==> config.mk <==
export PLATFORM = sky130hd
export DESIGN_NAME = ycbcr422_demux
export DESIGN_NICKNAME = d
export VERILOG_FILES = /design/src/rtl/ycbcr422_demux.sv
export SDC_FILE = /design/constraint.sdc
export NUM_CORES = 1
export LEC_CHECK = 0
export CAP_MARGIN = 0
export CORE_MARGIN = 5
export CORE_UTILIZATION = 35
export CTS_BUF_LIST = sky130_fd_sc_hd__clkbuf_2 sky130_fd_sc_hd__clkbuf_4 sky130_fd_sc_hd__clkbuf_8
export DETAILED_ROUTE_END_ITERATION = 10
export MAX_ROUTING_LAYER = met4
export PLACE_DENSITY_LB_ADDON = 0.25
export SYNTH_ARGS = -nofsm -noshare
export SYNTH_HDL_FRONTEND = slang
export SYNTH_SLANG_ARGS = --single-unit
==> constraint.sdc <==
create_clock -name clk -period 1.7 [get_ports clk]
set_input_delay 0.17 -clock clk [delete_from_list [all_inputs] [get_ports clk]]
set_output_delay 0.17 -clock clk [all_outputs]
set_load 0.01 [all_outputs]
==> src/rtl/ycbcr422_demux.sv <==
// ---------------------------------------------------------------------------
// ycbcr422_demux
//   Receive-side 4:2:2 -> 4:4:4 chroma demultiplexer. Accepts a stream of
//   {Y, C} words where C alternates Cb (even pixel) and Cr (odd pixel), and
//   emits one full {Y, Cb, Cr} pixel per cycle. Each chroma pair is copied
//   onto both pixels of its pair. Includes line-phase locking on in_sol and
//   detection of orphan even words (framing errors).
//
// Ports
//   clk        : system clock, rising edge
//   rst_n      : asynchronous active-low reset
//   in_valid   : in_data carries a word this cycle
//   in_sol     : start of line, marks an even (Cb) word
//   in_data    : {Y[2DW-1:DW], C[DW-1:0]}
//   out_valid  : out_* carries a pixel this cycle
//   out_sol    : first pixel of a line
//   out_luma   : Y
//   out_cb     : Cb
//   out_cr     : Cr
//   err_pulse  : one-cycle framing-error strobe
//   err_count  : saturating framing-error count
// ---------------------------------------------------------------------------
module ycbcr422_demux #(
  parameter int DW   = 10,
  parameter int ERRW = 8
) (
  input  logic            clk,
  input  logic            rst_n,
  input  logic            in_valid,
  input  logic            in_sol,
  input  logic [2*DW-1:0] in_data,
  output logic            out_valid,
  output logic            out_sol,
  output logic [DW-1:0]   out_luma,
  output logic [DW-1:0]   out_cb,
  output logic [DW-1:0]   out_cr,
  output logic            err_pulse,
  output logic [ERRW-1:0] err_count
);

  localparam logic [0:0] EVEN = 1'b0;
  localparam logic [0:0] ODD  = 1'b1;

  logic [0:0]    phase;
  logic          locked;

  // Even-word capture; overwritten freely by the next line's even word.
  logic [DW-1:0] even_y;
  logic [DW-1:0] even_cb;
  logic          even_sol;

  // Completed pair. Kept separate from the even capture so that a new even
  // word accepted while pixel1 is still pending cannot corrupt pixel1.
  logic [DW-1:0] pair_y0;
  logic [DW-1:0] pair_y1;
  logic [DW-1:0] pair_cb;
  logic [DW-1:0] pair_cr;
  logic          pair_sol;

  logic          pend0;
  logic          pend1;

  logic [DW-1:0] in_y;
  logic [DW-1:0] in_c;
  logic          accept;
  logic          orphan;

  assign in_y   = in_data[2*DW-1:DW];
  assign in_c   = in_data[DW-1:0];
  // Until the first start-of-line, words without in_sol are dropped.
  assign accept = in_valid && (locked || in_sol);
  // An in_sol while waiting for the odd word leaves an orphan even word.
  assign orphan = accept && in_sol && (phase == ODD);

  always_ff @(posedge clk or negedge rst_n) begin
    if (!rst_n) begin
      phase     <= EVEN;
      locked    <= 1'b0;
      even_y    <= '0;
      even_cb   <= '0;
      even_sol  <= 1'b0;
      pair_y0   <= '0;
      pair_y1   <= '0;
      pair_cb   <= '0;
      pair_cr   <= '0;
      pair_sol  <= 1'b0;
      pend0     <= 1'b0;
      pend1     <= 1'b0;
      out_valid <= 1'b0;
      out_sol   <= 1'b0;
      out_luma  <= '0;
      out_cb    <= '0;
      out_cr    <= '0;
      err_pulse <= 1'b0;
      err_count <= '0;
    end else begin
      // Emission: pixel0 the cycle after the pair completes, pixel1 the
      // cycle after that regardless of input activity.
      if (pend0) begin
        out_valid <= 1'b1;
        out_sol   <= pair_sol;
        out_luma  <= pair_y0;
        out_cb    <= pair_cb;
        out_cr    <= pair_cr;
        pend0     <= 1'b0;
        pend1     <= 1'b1;
      end else if (pend1) begin
        out_valid <= 1'b1;
        out_sol   <= 1'b0;
        out_luma  <= pair_y1;
        out_cb    <= pair_cb;
        out_cr    <= pair_cr;
        pend1     <= 1'b0;
      end else begin
        out_valid <= 1'b0;
        out_sol   <= 1'b0;
      end

      // Input side. A start-of-line word is always handled as an even word,
      // which both realigns the phase and discards any orphan.
      if (accept) begin
        locked <= 1'b1;
        if (in_sol || (phase == EVEN)) begin
          even_y   <= in_y;
          even_cb  <= in_c;
          even_sol <= in_sol;
          phase    <= ODD;
        end else begin
          pair_y0  <= even_y;
          pair_cb  <= even_cb;
          pair_sol <= even_sol;
          pair_y1  <= in_y;
          pair_cr  <= in_c;
          pend0    <= 1'b1;
          phase    <= EVEN;
        end
      end

      err_pulse <= orphan;
      if (orphan && (err_count != '1)) begin
        err_count <= err_count + ERRW'(1);
      end
    end
  end

endmodule
**After elaboration in Yosys (flattened, before gate mapping)**

Cells that the tools add are included.

- Flip-flop bits (word level): 107
- Latch bits: 0
- Memory bits (writable): 0
- Bits in read-only memories: 0
- Input bits: 24
- Output and inout bits: 41
- Logic and storage cells: 45
- Memories: 0

- Add/sub/neg operators: 1
- Multipliers: 0
- Divide/modulo/power cells: 0
- Magnitude comparators: 0
- Equality and inequality tests: 1
- Shift-type cells: 0
- Mux-type cells: 13
- Bitwise gates (word level): 2
- Reduce and logical (&&, ||, !) cells: 9

Operator list:

| operator | number |
|---|---|
| $mux 10 | 6 |
| $add 8x1->8 const B | 1 |
| $ne 8x8->1 const B | 1 |
| $mux 1 | 7 |
| $logic_and 1x1->1 | 4 |
| $reduce_and 2->1 | 2 |
| $logic_or 1x1->1 | 2 |
| $not 1->1 | 2 |
| $reduce_bool 2->1 | 1 |

**Logic depth before layout (Yosys ltp)**

- Word-level depth: 5
- Gate-level depth with buffers: 5
- Gate-level depth less buffers: 4

**Least setup slack after synthesis**

Ideal clock, no wire load.

- Kind: register to register
- Start point: register err_count[0]
- End point: register err_count[1]
- Library setup time: 0.125 ns
- Data arrival time: 1.410 ns
- Required time: 1.575 ns
- Slack: 0.165 ns
- Cell stages (with the launch flop): 5
- Path buffers: 0
- Clock period less this slack: 1.535 ns
- Cells stage by stage: dfrtp_1 -> ha_1 -> nand3_1 -> o21ai_0 -> mux2_2

- Cells in the longest elaborated chain, start to end: 2
- Elaborated cells on any way between the ends: 3
- Classes of those cells: add/sub (1); eq/ne (1); reduce/logical (1)

RTL lines:

| what | RTL line | text |
|---|---|---|
| from (decl) | 38 | `output logic [ERRW-1:0] err_count` |
| from (signal assigned) | 141 | `err_count <= err_count + ERRW'(1);` |
| parallel branches: the longest is 2 deep, another holds $add 8x1->8 | -- |  |

Parallel ways; which one is timed is not known.
A chain may end at the register's enable or synchronous reset.

**Worst setup path in the final report**

- Start point: register err_count[2]
- End point: output err_count[2]

No word-level cell between the ends.

==> key figures <==
Run status
  – Outcome: completed

Pwr
  – Leakage: 2.29 nW
  – Final Power: about 0.0074 W
  – Max IR drop VDD: around 0.52 mV
  – Power Dens Cells: 1390 nW/um^2

Setup path
  – Nature of the critical path endpoint: output port
  – Slowest cell on the critical path: clkdlybuf4s50_1
  – Crit start category: register
  – Critical path fanouts, max: 8
  – Crit-path cells: buf_4 > clkdlybuf4s50_1
  – CP Data Required Time: approximately 1.5 ns
  – Max stage delay on crit path: 0.54 ns
  – WS Path Type: register to output port
  – Critical path arrival: between 1 and 1.5 ns

Placed design
  – Port buffer count: 64
  – Placed Area: 5120 sq um
  – DP HPWL: 5.28 mm
  – GP Congestion: 0.689

Floorplan
  – Die H: between 100 and 150 microns
  – # IOs: 65
  – Std-Cell Rows: 40
  – Die area: 14300 sq um
  – Chip width: between 100 and 150 microns
  – Core area: roughly 12000 sq um
  – Initial Utilization: 35.4%

CTS
  – H-Tree Level Count: 3
  – CTS tree: done
  – CTS buffer count: 9
  – CTS Root Cell: clkbuf_8
  – Clock Latency Late Sink: 0.38 ns
  – Reg clk slew, reported paths: ~0.11 ns
  – Sink Count: 107
  – Max Root-Sink Buffers: 2

Timing
  – RSZ-0062 raised after global routing: no
  – Least-Margin Pin Slew: 0.474 ns
  – Final hold slack: 0.283 ns
  – Clock Skew: around 0.012 ns
  – Final hold vios: 0
  – Final Setup Violations: 0
  – Max-slew violations: 0
  – Fmax: 624 MHz
  – Setup TNS: 0 ns
  – Slew margin rel.: around two thirds
  – Tmin final: 1.60 ns
  – Fin crit share: 94.3%

Synthesis
  – Netlist cell types: 30
  – Syn_nets: 299
  – Post-Synthesis Cells: 274
  – Top-count cell post-synth: dfrtp_1
  – Number of flops mapped to enable cells by yosys: 0
  – Syn Area/Cell: 15.3 sq um
  – Cell Area, Synth: 4200 sq um
  – Seq/Total Area, Yosys: 63.8%
  – Top cell type's share of synthesized area: roughly 64%
  – Syn. warnings: 0
  – Top FF cell, synth: dfrtp_1
  – Synth top area cells: dfrtp_1, mux2_2, mux2_4, mux2i_1, o21ai_0
  – Yosys top cell by area: dfrtp_1
  – Flops & latches, synth: 107
  – Async S/R FF share, synth: 100%
  – Top cells by count, synth: dfrtp_1, mux2_2, nand2_1, o21ai_0, mux2i_1

Layout
  – Nets@finish: 377
  – Synthesis-to-finish area growth: 26.6%
  – Final instance area: 5310 sq um
  – Filler cell count: 1081
  – Post-layout util: 44.8%
  – Antenna cells: 0
  – Share of cells above drive strength 1: 33.1%

Drt
  – 1st-iter DRT viols: between 100 and 150
  – Vias per cell: 4.77
  – Wire per inst: ~15 microns
  – Drt drc: 0
  – Routed Antenna Nets: 0
  – Via count: 2403
  – Total Wirelength: 7.71 mm
  – First-pass DRT Iterations: 3

Global routing
  – Number of global-route vias before repair: ~2600
  – Largest net degree at the start of global routing: 39
  – Grt ovf: 0
  – Initial antenna violation count: 0
  – First-pass GRT wire length: 13.4 mm
  – GRT Total Usage: about an eighth

Run
  – Max-cap violations: 0

Min path
  – Worst min path class: primary input to async pin
[state kept, by name, indices dropped and copies added, names as in the netlist, 8 cells and up]
signal	cells
even_cb	10
even_y	10
out_cb	10
out_cr	10
out_luma	10
pair_cb	10
pair_cr	10
pair_y0	10
pair_y1	10
err_count	8
[layout by cell type (no fill, tap or decap), types with 2 or more instances in the layout]
cell type          n
a21oi_1            4
and2_1             3
and3_1             4
buf_12             6
buf_4             10
clkbuf_8           9
clkdlybuf4s50_1   63
clkinv_4           2
dfrtp_1          107
inv_1              3
inv_6              2
mux2_2            74
mux2_4             9
mux2i_1           11
nand2_1           12
nand3_1            2
nand4_1            4
o21ai_0           11
xnor2_1            2
[through the flow]
stage,cells,worst slack [ns]
after floorplan,274,0.165
after global placement,487,0.0479
after detailed placement,487,0.0514
after CTS,504,0.0735
after global routing,504,0.0252
final,504,0.0968
[power by group]
| part | leakage (nW) | internal, W | switching [W] |
|---|---|---|---|
| logic | 0.926 | 0.00142 | 0.000775 |
| registers | 1.27 | 0.00332 | 0.000429 |
| clock network | 0.0907 | 0.000563 | 0.000887 |
[cell families (layout without fill, tap and decap cells)]
group           Yosys count  after routing  share of synthesized area [%]
compound gates           24             24                           3.43
xor+xnor                  2              2                          0.417
fa+ha+maj                 1              1                          0.298
buf+inv                  16             99                           2.39
flops                   107            107                           63.8
mux                      94             94                           25.7
simple gates             30             30                           3.97
[worst paths after layout]
kind	slack, ns	depth (start not counted)	end	from
worst max-delay path	0.1	2	err_count[2]	err_count[2]
min in group clk	0.43	2	even_y[9]	in_data[19]
worst min-delay path	0.28	2	even_y[5]	rst_n
max in group asynchronous	0.84	3	even_cb[7]	rst_n
worst min register to register	0.49	2	out_luma[9]	pair_y0[9]
worst max register to register	0.18	4	err_count[1]	err_count[0]
[layer usage]
metal | GRT usage [%] | vias to the layer above | part of all wire (%)
met5 | - | - | 0
met4 | 4.94 | 0 | 2.0
met3 | 2.78 | 12 | 2.7
met2 | 19.7 | 31 | 51
met1 | 15.0 | 1233 | 45
li1 | - | 1127 | -
[worst max-delay path, delay by kind of cell (launching register included)]
| family | cells | cell delay (ns) |
|---|---|---|
| buffers and inverters | 2 | 0.69 |
| DFF | 1 | 0.37 |
[what timing repair did]
action / in CTS / in global routing
endpoints found under the hold margin: 32 / 0
hold buffers: 1 / 0
resized for setup: 0 / 0
buffers inserted: 0 / 0
[cell type report]
| class | instances | area [sq um] | share of cell area [%] |
|---|---|---|---|
| Multi-Input combinational cell | 151 | 1430 | 26.8 |
| Tap cell | 147 | 184 | 3.46 |
| Sequential cell | 107 | 2680 | 50.4 |
| Inverter | 3 | 11.3 | 0.212 |
| Timing Repair Buffer | 80 | 836 | 15.7 |
| Clock inverter | 6 | 47.5 | 0.895 |
| Clock buffer | 10 | 131 | 2.47 |
Power figures use the tool's default switching activity.
